<file path="config.mk">
export PLATFORM = sky130hd
export DESIGN_NAME = shared_gate_arbiter_flat
export DESIGN_NICKNAME = d
export VERILOG_FILES = /design/src/rtl/shared_gate_arbiter_if.sv /design/src/rtl/shared_gate_arbiter.sv /design/src/flat_wrapper.sv
export SDC_FILE = /design/constraint.sdc
export NUM_CORES = 1
export LEC_CHECK = 0
export ABC_AREA = 1
export CELL_PAD_IN_SITES_DETAIL_PLACEMENT = 0
export CELL_PAD_IN_SITES_GLOBAL_PLACEMENT = 1
export CORE_AREA = 4 4 70 56
export CTS_CLUSTER_DIAMETER = 30
export DETAILED_ROUTE_END_ITERATION = 10
export DIE_AREA = 0 0 74 60
export DONT_BUFFER_PORTS = 1
export GPL_ROUTABILITY_DRIVEN = 1
export GPL_TIMING_DRIVEN = 0
export PLACE_DENSITY_LB_ADDON = 0.1
export SYNTH_ARGS = -nofsm -noshare
export SYNTH_HDL_FRONTEND = slang
export SYNTH_SLANG_ARGS = --single-unit
</file>
<file path="constraint.sdc">
create_clock -name clk -period 3.91 [get_ports clk]
set_input_delay 0.5865 -clock clk [delete_from_list [all_inputs] [get_ports clk]]
set_output_delay 0.5865 -clock clk [all_outputs]
set_load 0.02 [all_outputs]
</file>
<file path="src/rtl/shared_gate_arbiter_if.sv">
// shared_gate_arbiter_if: requester, shared-gate and status signals of shared_gate_arbiter (err only with SHARED_GATE_ARB_CHECK_EN)
interface shared_gate_arbiter_if #(parameter int N = 4);
  logic [N-1:0] req, op_a, op_b, ack, res;
  logic gate_a, gate_b, gate_y, busy;
`ifdef SHARED_GATE_ARB_CHECK_EN
  logic err;
`endif
  modport slave (
    input req, op_a, op_b, gate_y,
    output gate_a, gate_b, ack, res, busy
`ifdef SHARED_GATE_ARB_CHECK_EN
    , err
`endif
  );
  modport master (
    output req, op_a, op_b, gate_y,
    input gate_a, gate_b, ack, res, busy
`ifdef SHARED_GATE_ARB_CHECK_EN
    , err
`endif
  );
endinterface

</file>
<file path="src/rtl/shared_gate_arbiter.sv">
// shared_gate_arbiter: round-robin time-sharing of one external AND2 among N requesters; SHARED_GATE_ARB_CHECK_EN adds sticky gate-check err
module shared_gate_arbiter #(
  parameter int N = 4,
  parameter int LAT = 2
) (
  input logic clk,
  input logic rst,
  shared_gate_arbiter_if.slave bus
);
  localparam int PW = $clog2(N);
  logic [N-1:0] pending, elig, grant, op_oh;
  logic [PW-1:0] ptr, ptr_nxt;
  logic [N-1:0] ack_q [LAT];
  logic [N-1:0] res_q [LAT];
  assign elig = bus.req & ~pending;
  assign bus.ack = ack_q[LAT-1];
  assign bus.res = res_q[LAT-1];
  assign bus.busy = |pending;
  // descending scan: the smallest offset from ptr is written last and wins
  always_comb begin
    grant = '0;
    ptr_nxt = ptr;
    for (int i = N - 1; i >= 0; i--) begin
      if (elig[PW'((int'(ptr) + i) % N)]) begin
        grant = N'(1) << ((int'(ptr) + i) % N);
        ptr_nxt = PW'((int'(ptr) + i + 1) % N);
      end
    end
  end
  // op_oh marks the operand cycle; results travel one-hot so ack/res are plain registers
  always_ff @(posedge clk or posedge rst) begin
    if (rst) begin
      pending <= '0;
      ptr <= '0;
      op_oh <= '0;
      bus.gate_a <= 1'b0;
      bus.gate_b <= 1'b0;
      for (int k = 0; k < LAT; k++) begin
        ack_q[k] <= '0;
        res_q[k] <= '0;
      end
    end else begin
      pending <= (pending | grant) & ~bus.ack;
      ptr <= ptr_nxt;
      op_oh <= grant;
      bus.gate_a <= |(grant & bus.op_a);
      bus.gate_b <= |(grant & bus.op_b);
      ack_q[0] <= op_oh;
      res_q[0] <= op_oh & {N{bus.gate_y}};
      for (int k = 1; k < LAT; k++) begin
        ack_q[k] <= ack_q[k-1];
        res_q[k] <= res_q[k-1];
      end
    end
  end
`ifdef SHARED_GATE_ARB_CHECK_EN
  always_ff @(posedge clk or posedge rst) begin
    if (rst) bus.err <= 1'b0;
    else if (bus.gate_y != (bus.gate_a & bus.gate_b)) bus.err <= 1'b1;
  end
`endif
endmodule

</file>
<file path="src/flat_wrapper.sv">
// flat-port wrapper written by rule: the top's interface ports become plain ports
module shared_gate_arbiter_flat 
#(
  parameter int N = 4,
  parameter int LAT = 2
)
  (clk, rst, bus_req, bus_op_a, bus_op_b, bus_gate_y, bus_gate_a, bus_gate_b, bus_ack, bus_res, bus_busy);
  shared_gate_arbiter_if #(.N(N)) bus_i ();
  input logic clk;
  input logic rst;
  input wire logic [$bits(bus_i.req)-1:0] bus_req;
  input wire logic [$bits(bus_i.op_a)-1:0] bus_op_a;
  input wire logic [$bits(bus_i.op_b)-1:0] bus_op_b;
  input wire logic [$bits(bus_i.gate_y)-1:0] bus_gate_y;
  output wire logic [$bits(bus_i.gate_a)-1:0] bus_gate_a;
  output wire logic [$bits(bus_i.gate_b)-1:0] bus_gate_b;
  output wire logic [$bits(bus_i.ack)-1:0] bus_ack;
  output wire logic [$bits(bus_i.res)-1:0] bus_res;
  output wire logic [$bits(bus_i.busy)-1:0] bus_busy;
  assign bus_i.req = bus_req;
  assign bus_i.op_a = bus_op_a;
  assign bus_i.op_b = bus_op_b;
  assign bus_i.gate_y = bus_gate_y;
  assign bus_gate_a = bus_i.gate_a;
  assign bus_gate_b = bus_i.gate_b;
  assign bus_ack = bus_i.ack;
  assign bus_res = bus_i.res;
  assign bus_busy = bus_i.busy;
  shared_gate_arbiter #(.N(N), .LAT(LAT)) u_core (.clk(clk), .rst(rst), .bus(bus_i));
endmodule
</file>
==> results of run 1 <==
kinds of logic (layout without fill, tap and decap cells):
family                     Yosys count  after routing  synth area share
and+or+nand+nor                     85             85            0.3086
buffers and inverters               35             39            0.1100
DFF                                 28             28            0.4774
AOI/OAI and AO/OA                   11             11           0.04433
adders and majority gates            7              7           0.05967
cell usage after synthesis:
cell	count
a21oi_1	3
buf_4	8
dfrtp_1	28
ha_1	7
inv_1	23
inv_2	4
nand2_1	46
nand2_2	7
nand2_4	3
nand3_1	16
nand3_2	6
nand3_4	1
nand3b_1	2
nand4_1	2
nor2_4	1
o21ai_0	4
o21bai_1	4
or2_1	1
worst max-delay path, delay by kind of cell, from the launching register on:
kind	cells	cell delay, ns
compound gates	1	0.12
fa+ha+maj	1	0.42
buf+inv	4	0.48
flops	1	0.57
simple gates	8	0.66
final cells by class:
class	count	area (um2)	area share
inverters	27	101.3	0.06378
plain buffers	8	60.06	0.03780
flip-flops and latches	28	700.7	0.4409
multi-input cells	103	605.6	0.3811
well taps	40	50.05	0.03150
clock buffers	3	41.29	0.02598
clock inverters	1	30.03	0.01890
worst max path at each step:
stage | cells past startpoint | slack (ns) | endpoint
global route | 14 | 1.34 | u_core.bus.gate_a
finish | 14 | 1.57 | u_core.bus.gate_a
floorplan | 14 | 1.98 | u_core.bus.gate_a
detailed placement | 12 | 1.60 | u_core.pending[1]
global placement | 14 | 1.60 | u_core.bus.gate_b
CTS | 12 | 1.57 | u_core.pending[1]
per-stage QoR:
step                      instances  hold WS [ns]  cell area, um2  utilization  setup slack [ns]
after floorplan                 166        0.3312            1468            -             1.976
after global placement          206        0.3321            1518       0.4713             1.604
after detailed placement        206        0.3347            1518       0.4713             1.598
after CTS                       210        0.3551            1589       0.4934             1.574
after global routing            210        0.3625            1589       0.4934             1.344
final                           210        0.3511            1589       0.4934             1.570
flip-flops by register name (all words and copies together) (netlist names):
signal / cells
u_core.bus.gate_a: 1
u_core.pending: 4
u_core.res_q: 4
u_core.ack_q: 4
u_core.bus.gate_b: 1
u_core.ptr: 2
u_core.op_oh: 4
u_core.bus.res: 4
u_core.bus.ack: 4
per-layer routing:
metal  vias up  GRT usage
li1        518          -
met1       489     0.2104
met2        33     0.1818
met3         0    0.03866
met4         0    0.01550
met5         -          0
placed cells by master (no fill, tap or decap):
cell and n:
nor2_4 1, nand3_2 6, inv_2 4, dfrtp_1 28, clkbuf_8 3, bufinv_16 1
nand3b_1 2, nand2_2 7, buf_4 8, nand2_4 3, o21ai_0 4, nand3_4 1
ha_1 7, or2_1 1, nand4_1 2, o21bai_1 4, inv_1 23, nand3_1 16
a21oi_1 3, nand2_1 46
==> reports/metrics.csv, run 1 <==
stage,metric,value,unit
global_routing,initial antenna violation count,0,
critical_path,R2R depth,14,
yosys,area of the mapped netlist,1468,um2
routing,metal1 wirelength,1381,um
yosys,#FFs+latches synth,28,
routing,met3 wire len,204,um
critical_path,CP max stage cell,dfrtp_1,
global_routing,largest net degree at the start of global routing,29,
clock_network,CTS Buf Count,3,
worst_hold_path,HP Start,u_core.res_q[7],
critical_path,nature of the critical path startpoint,flop,
die,core area,3221,um2
die,Die Span Y,60,um
die,Die W,74,um
global_routing,total grt overflow,0,
sta,Period minus WS final,2.340,ns
yosys,register area share after synthesis,0.4774,
die,IO Count,26,
clock_network,clock root buffer,clkbuf_8,
yosys,Post-Syn Nets,188,
routing,via count,1040,
critical_path,crit path cell chain,inv_2 -> ha_1 -> inv_1 -> nand3_2 -> nand2_4 -> inv_2 -> a21oi_1 -> nand2_1 -> nand2_1 -> nand2_2 -> nand2_1 -> nand2_1 -> inv_1 -> nand2_1,
critical_path,R2R setup slack,1.57,ns
sta,skew final,0.004898,ns
routing,via/cell ratio,4.952,
die,Initial Util,0.4557,
critical_path,CP Max Fanout,10,
clock_network,Worst-Skew Late Latency,0.27,ns
yosys,Gate Count Post-Synth,166,
die,Std-Cell Rows,18,
run_status,status,"finished, final reports clean",
routing,Post-route DRC,0,
critical_path,crit-path max cell delay,0.57,ns
routing,Max Used Layer,met3,
critical_path,crit path from,u_core.ptr[0],
sta,worst-margin pin slew,0.9999,ns
global_routing,vias in the first global route,938,
sta,Sum Neg Setup Slack,0,ns
die,die area,4440,um2
yosys,Yosys cell types,18,
clock_network,clock slew at reported path FFs,0.09,ns
finish,layout cells sized above 1,0.2000,
sta,final critical-path share of the clock period,0.5985,
routing,Iter 0 DRT Violations,56,
finish,# diodes,0,
global_routing,gr usage total,0.1328,
yosys,top post-synthesis cells by area,"dfrtp_1 48%, nand2_1 12%, ha_1 6.0%, inv_1 5.9%, nand3_1 5.5%",
critical_path,"most used cell, CP",nand2_1,
clock_network,CTS tree,built,
worst_hold_path,Hold Path Cell Cnt,0,
sta,# setup viols final,0,
worst_hold_path,Hold Crit Class,reg2reg,
yosys,syn avg cell area,8.841,um2
routing,WL final,2694,um
finish,Nets,193,
finish,P&R area growth vs syn,8.269,%
sta,RSZ-0062 raised after global routing,false,
sta,Slew HR,0.3326,
clock_network,H-tree Lvls,1,
routing,remaining antenna violation count,0,
sta,Fin. Hold Viols,0,
place,DP HPWL,2100,um
critical_path,worst r2r dst,u_core.bus.gate_a,
sta,Final Max Tran Viols,0,
critical_path,critical path arrival,2.51,ns
routing,DR WL met2,1109,um
flow_run,Max Cap Viol,0,
place,Final GP Congestion,0.7971,
sta,Max Freq,427.3,MHz
critical_path,Critical Path RT,4.08,ns
place,IO buf count,0,
critical_path,Crit Path Class,reg2reg,
yosys,Yosys top cell area share,0.4774,
worst_hold_path,WHS Endpoint,u_core.bus.res[3],
clock_network,# clock sinks,28,
critical_path,Critical Path Sink Type,flop,
critical_path,r2r startpoint,u_core.ptr[0],
yosys,"area leader, netlist",dfrtp_1,
routing,DRT Pass-1 Iters,5,
clock_network,CTS Hold Bufs,0,
clock_network,post-CTS setup buffers,0,
global_routing,first-pass GRT wire length,4471,um
yosys,Synth Warn #,0,
routing,WL per Instance,12.83,um
finish,filler cell count,309,
clock_network,post-cts sizing count,0,
clock_network,clk buf depth,2,
Power of run 1 is left out: the tool's default activity adds up to more than one toggle a clock period on the data nets, which glitch-free logic cannot reach.
==> run 2, diff against run 1 <==
--- a/config.mk
+++ b/config.mk
@@ -8,10 +8,10 @@
 export ABC_AREA = 1
 export CELL_PAD_IN_SITES_DETAIL_PLACEMENT = 0
 export CELL_PAD_IN_SITES_GLOBAL_PLACEMENT = 1
-export CORE_AREA = 4 4 70 56
+export CORE_AREA = 4 4 71 56
 export CTS_CLUSTER_DIAMETER = 30
 export DETAILED_ROUTE_END_ITERATION = 10
-export DIE_AREA = 0 0 74 60
+export DIE_AREA = 0 0 75 60
 export DONT_BUFFER_PORTS = 1
 export GPL_ROUTABILITY_DRIVEN = 1
 export GPL_TIMING_DRIVEN = 0
==> constraint.sdc (replaced) <==
create_clock -name clk -period 2.21 [get_ports clk]
set_input_delay 0.3315 -clock clk [delete_from_list [all_inputs] [get_ports clk]]
set_output_delay 0.3315 -clock clk [all_outputs]
set_load 0.02 [all_outputs]
==> reports/metrics.csv, run 2 (synthesis gave the netlist of run 1 again) <==
stage,metric,value,unit,change
clock_network,CTS Buf Count,3,,unchanged
place,dpl ws,-0.08777,ns,was 1.598 ns
critical_path,Critical Path Sink Type,flop,,unchanged
finish,# diodes,0,,unchanged
critical_path,critical path arrival,2.15,ns,was 2.51 ns
routing,via count,1047,,was 1040
clock_network,Worst-Skew Late Latency,0.26,ns,was 0.27 ns
global_routing,largest net degree at the start of global routing,29,,unchanged
global_routing,first-pass GRT wire length,4402,um,was 4471 um
die,Die W,75,um,was 74 um
sta,Slew HR,0.3295,,was 0.3326
clock_network,CTS tree,built,,unchanged
die,IO Count,26,,unchanged
die,Std-Cell Rows,18,,unchanged
critical_path,nature of the critical path startpoint,flop,,unchanged
routing,via/cell ratio,4.847,,was 4.952
global_routing,initial antenna violation count,0,,unchanged
place,IO buf count,0,,unchanged
sta,# setup viols final,0,,unchanged
global_routing,GRT Max-Usage Layer,met1,,unchanged
routing,DRT Pass-1 Iters,4,,was 5
clock_network,clock slew at reported path FFs,0.09,ns,about the same
global_routing,grt met1 use,0.1951,,was 0.2104
critical_path,CP Max Fanout,10,,unchanged
flow_run,Max Cap Viol,0,,unchanged
clock_network,CTS Hold Bufs,0,,unchanged
sta,final critical-path share of the clock period,0.9018,,was 0.5985
global_routing,total grt overflow,0,,unchanged
place,DP HPWL,2129,um,was 2100 um
clock_network,clk buf depth,2,,unchanged
place,Final GP Congestion,0.8114,,was 0.7971
global_routing,vias in the first global route,955,,was 938
finish,layout cells sized above 1,0.2557,,was 0.2000
die,core area,3266,um2,was 3221 um2
finish,"most common cell after layout, fill and taps aside",nand2_1,,unchanged
sta,Max Freq,501.8,MHz,was 427.3 MHz
run_status,status,"finished, final reports clean",,unchanged
global_routing,GR Util met3,0.04202,,was 0.03866
sta,worst hold margin,0.1594,ns,was 0.3511 ns
finish,Nets,199,,was 193
finish,P&R area growth vs syn,11.00,%,was 8.269%
critical_path,Crit Path Class,reg2reg,,unchanged
sta,Sum Neg Setup Slack,0,ns,unchanged
sta,Fin. Hold Viols,0,,unchanged
clock_network,# clock sinks,28,,unchanged
routing,WL final,2690,um,was 2694 um
worst_hold_path,Hold Crit Class,in2reg,,was reg2reg
critical_path,Critical Path RT,2.37,ns,was 4.08 ns
die,die area,4500,um2,was 4440 um2
routing,remaining antenna violation count,0,,unchanged
sta,Final Max Tran Viols,0,,unchanged
clock_network,clock root buffer,clkbuf_8,,unchanged
global_routing,met2 Use GR,0.1861,,was 0.1818
sta,RSZ-0062 raised after global routing,false,,unchanged
routing,Iter 0 DRT Violations,70,,was 56
clock_network,H-tree Lvls,1,,unchanged
sta,worst-margin pin slew,1.005,ns,was 0.9999 ns
finish,final core occ,0.4989,,was 0.4934
sta,Period minus WS final,1.993,ns,was 2.340 ns
finish,"commonest cells after routing, fill and taps aside","46 x nand2_1, 26 x dfrtp_1, 21 x inv_1, 16 x nand3_1, 14 x buf_4",,"was 46 x nand2_1, 28 x dfrtp_1, 23 x inv_1, 16 x nand3_1, 8 x buf_4"
sta,final setup margin,0.2171,ns,was 1.570 ns
sta,skew final,0.002853,ns,was 0.004898 ns
routing,WL per Instance,12.45,um,was 12.83 um
die,Initial Util,0.4494,,was 0.4557
routing,Post-route DRC,0,,unchanged
global_routing,gr usage total,0.1296,,was 0.1328
die,Die Span Y,60,um,unchanged
## run 2: worst paths after layout
| kind | slack, ns | cells after the start | endpoint | startpoint |
|---|---|---|---|---|
| hold / removal | 0.16 | 2 | u_core.res_q[4] | bus_gate_y |
| min in group asynchronous | 0.19 | 1 | u_core.pending[0] | rst |
| max in group asynchronous | 1.35 | 1 | u_core.ptr[1] | rst |
| hold reg to reg | 0.35 | 0 | u_core.bus.res[0] | u_core.res_q[4] |
| setup reg to reg | 0.22 | 12 | u_core.pending[1] | u_core.ptr[0] |
| setup / recovery | 0.22 | 12 | u_core.pending[1] | u_core.ptr[0] |
## run 2: final cells by class
class | count | area [um2]
fill | 297 | 1637
sequential | 28 | 703.2
multi-input combinational | 103 | 608.1
inverter | 27 | 107.6
buffer | 8 | 60.06
clock buffer | 4 | 55.05
tap | 40 | 50.05
timing repair buffer | 6 | 45.04
## run 2: worst max-delay path, cell delays in order (launching register included)
cell	delay [ns]
dfrtp_2	0.45
inv_4	0.14
ha_2	0.34
inv_2	0.11
nand3_2	0.11
nand2_4	0.12
inv_2	0.05
a21oi_1	0.12
nand2_1	0.06
nand2_1	0.07
nand2_2	0.09
o21bai_1	0.15
inv_1	0.07
## run 2: repair_timing
action | 4_1_cts | 5_1_grt
endpoints found under the setup margin | 6 | 7
gates resized for setup | 2 | 5
endpoints found under the hold margin | 0 | 0
setup buffers | 0 | 6
## run 2: routing by layer
layer,up-vias,routed length [um]
met4,0,0
li1,532,-
met2,31,1116
met1,484,1351
met5,-,0
met3,0,222
## run 2: stage by stage
| step | cell area, um2 | instances |
|---|---|---|
| 3_5_place_dp | 1518 | 206 |
| 2_1_floorplan | 1468 | 166 |
| 5_1_grt | 1629 | 216 |
| 6_report | 1629 | 216 |
| 4_1_cts | 1575 | 210 |
| 3_3_place_gp | 1518 | 206 |
Power of run 2 is left out for the same reason.
==> run 3, diff against run 2 <==
--- a/config.mk
+++ b/config.mk
@@ -8,10 +8,11 @@
 export ABC_AREA = 1
 export CELL_PAD_IN_SITES_DETAIL_PLACEMENT = 0
 export CELL_PAD_IN_SITES_GLOBAL_PLACEMENT = 1
-export CORE_AREA = 4 4 71 56
+export CORE_AREA = 4 4 70 56
+export CTS_BUF_LIST = sky130_fd_sc_hd__clkbuf_16
 export CTS_CLUSTER_DIAMETER = 30
 export DETAILED_ROUTE_END_ITERATION = 10
-export DIE_AREA = 0 0 75 60
+export DIE_AREA = 0 0 74 60
 export DONT_BUFFER_PORTS = 1
 export GPL_ROUTABILITY_DRIVEN = 1
 export GPL_TIMING_DRIVEN = 0
==> constraint.sdc (replaced) <==
create_clock -name clk -period 2.3 [get_ports clk]
set_input_delay 0.345 -clock clk [delete_from_list [all_inputs] [get_ports clk]]
set_output_delay 0.345 -clock clk [all_outputs]
set_load 0.02 [all_outputs]
==> reports/metrics.csv, run 3 (synthesis gave the netlist of run 1 again) <==
stage,metric,value,unit,change
routing,WL per Instance,12.46,um,was 12.45 um
critical_path,Critical Path Sink Type,flop,,unchanged
sta,skew final,0.002804,ns,was 0.002853 ns
clock_network,clock root buffer,clkbuf_16,,was clkbuf_8
die,core area,3221,um2,was 3266 um2
routing,remaining antenna violation count,0,,unchanged
sta,Period minus WS final,2.039,ns,was 1.993 ns
sta,final critical-path share of the clock period,0.8866,,was 0.9018
routing,Post-route DRC,0,,unchanged
sta,Sum Neg Setup Slack,0,ns,unchanged
finish,filler cell count,306,,was 297
sta,final setup margin,0.2608,ns,was 0.2171 ns
sta,RSZ-0062 raised after global routing,false,,unchanged
routing,DRT Pass-1 Iters,4,,unchanged
routing,via count,1044,,was 1047
clock_network,# clock sinks,28,,unchanged
die,die area,4440,um2,was 4500 um2
sta,worst-margin pin slew,1.010,ns,was 1.005 ns
critical_path,Crit Path Class,reg2reg,,unchanged
critical_path,R2R setup slack,0.26,ns,was 0.22 ns
clock_network,clock slew at reported path FFs,0.07,ns,was 0.09 ns
die,IO Count,26,,unchanged
routing,via/cell ratio,4.811,,was 4.847
finish,"commonest cells after routing, fill and taps aside","46 x nand2_1, 26 x dfrtp_1, 22 x inv_1, 16 x nand3_1, 15 x buf_4",,"was 46 x nand2_1, 26 x dfrtp_1, 21 x inv_1, 16 x nand3_1, 14 x buf_4"
critical_path,nature of the critical path startpoint,flop,,unchanged
die,Die W,74,um,was 75 um
place,dpl ws,-0.01156,ns,was -0.08777 ns
sta,Fin. Hold Viols,0,,unchanged
die,Std-Cell Rows,18,,unchanged
place,DP HPWL,2100,um,was 2129 um
worst_hold_path,HP Start,bus_gate_y,,unchanged
flow_run,Max Cap Viol,0,,unchanged
routing,Iter 0 DRT Violations,54,,was 70
place,Final GP Congestion,0.7971,,was 0.8114
critical_path,critical path arrival,2.19,ns,was 2.15 ns
clock_network,clk buf depth,2,,unchanged
routing,WL final,2703,um,was 2690 um
global_routing,largest net degree at the start of global routing,29,,unchanged
sta,Slew HR,0.3260,,was 0.3295
sta,Final Max Tran Viols,0,,unchanged
finish,# diodes,0,,unchanged
critical_path,r2r startpoint,u_core.ptr[1],,was u_core.ptr[0]
worst_hold_path,Hold Crit Class,in2reg,,unchanged
clock_network,H-tree Lvls,1,,unchanged
clock_network,CTS Buf Count,3,,unchanged
finish,Nets,200,,was 199
finish,P&R area growth vs syn,14.75,%,was 11.00%
sta,worst hold margin,0.1825,ns,was 0.1594 ns
critical_path,crit path from,u_core.ptr[1],,was u_core.ptr[0]
die,Initial Util,0.4557,,was 0.4494
clock_network,CTS tree,built,,unchanged
global_routing,total grt overflow,0,,unchanged
critical_path,CP Max Fanout,9,,was 10
finish,"most common cell after layout, fill and taps aside",nand2_1,,unchanged
global_routing,first-pass GRT wire length,4436,um,was 4402 um
finish,layout cells sized above 1,0.2486,,was 0.2557
die,Die Span Y,60,um,unchanged
critical_path,Critical Path RT,2.45,ns,was 2.37 ns
clock_network,Worst-Skew Late Latency,0.26,ns,about the same
sta,Max Freq,490.4,MHz,was 501.8 MHz
run_status,status,"finished, final reports clean",,unchanged
place,IO buf count,0,,unchanged
global_routing,initial antenna violation count,0,,unchanged
global_routing,vias in the first global route,938,,was 955
sta,# setup viols final,0,,unchanged
global_routing,gr usage total,0.1313,,was 0.1296
run 3: cell types whose count changed in the layout (fill, tap and decap cells not counted):
| cell | previous run | this run |
|---|---|---|
| buf_4 | 14 | 15 |
| bufinv_16 | 0 | 1 |
| clkbuf_16 | 0 | 3 |
| clkbuf_8 | 4 | 0 |
| ha_1 | 6 | 7 |
| ha_2 | 1 | 0 |
| inv_1 | 21 | 22 |
| inv_2 | 4 | 3 |
run 3: critical path, cell delays in order, from the launching register on:
cell        delay (ns)
dfrtp_2           0.40
clkinvlp_4        0.13
ha_1              0.38
inv_1             0.17
nand3_2           0.13
nand2_4           0.12
inv_2             0.06
a21oi_1           0.11
nand2_1           0.07
nand2_1           0.07
nand2_2           0.09
nand2_1           0.07
nand2_1           0.05
inv_1             0.04
nand2_1           0.04
run 3: repair_timing:
item | in CTS | in global routing
pin swaps | 0 | 0
setup buffers | 0 | 7
setup endpoints to repair | 4 | 6
hold endpoints to repair | 0 | 0
hold buffers | 0 | 0
resized for setup | 2 | 2
run 3: cell type report:
cell class / instances / area, um2 / share of cell area
inverters: 27 / 107.6 / 0.06389
flip-flops and latches: 28 / 703.2 / 0.4175
multi-input cells: 103 / 605.6 / 0.3596
clock inverters: 1 / 30.03 / 0.01783
repair buffers: 7 / 52.55 / 0.03120
clock buffers: 3 / 75.07 / 0.04458
well taps: 40 / 50.05 / 0.02972
plain buffers: 8 / 60.06 / 0.03566
run 3: worst paths after layout:
path | end | depth (start not counted)
hold reg to reg | u_core.bus.res[3] | 0
setup / recovery | u_core.bus.gate_a | 14
hold / removal | u_core.res_q[5] | 2
max in group asynchronous | u_core.ptr[1] | 1
min in group asynchronous | u_core.bus.res[1] | 1
setup reg to reg | u_core.bus.gate_a | 14
run 3: metrics by stage:
stage	util	instance area (um2)	std cells
final	0.5229	1684	217
after floorplan	-	1468	166
after global routing	0.5229	1684	217
after detailed placement	0.4713	1518	206
after global placement	0.4713	1518	206
after CTS	0.5047	1625	210
run 3: layer usage:
metal  vias to the layer above  part of all wire  track usage
li1                        533                 -            -
met1                       476              0.50       0.2046
met2                        35              0.41       0.1793
met3                         0             0.092      0.03866
met4                         0                 0      0.02326
met5                         -                 0            0
Power of run 3 is left out for the same reason.
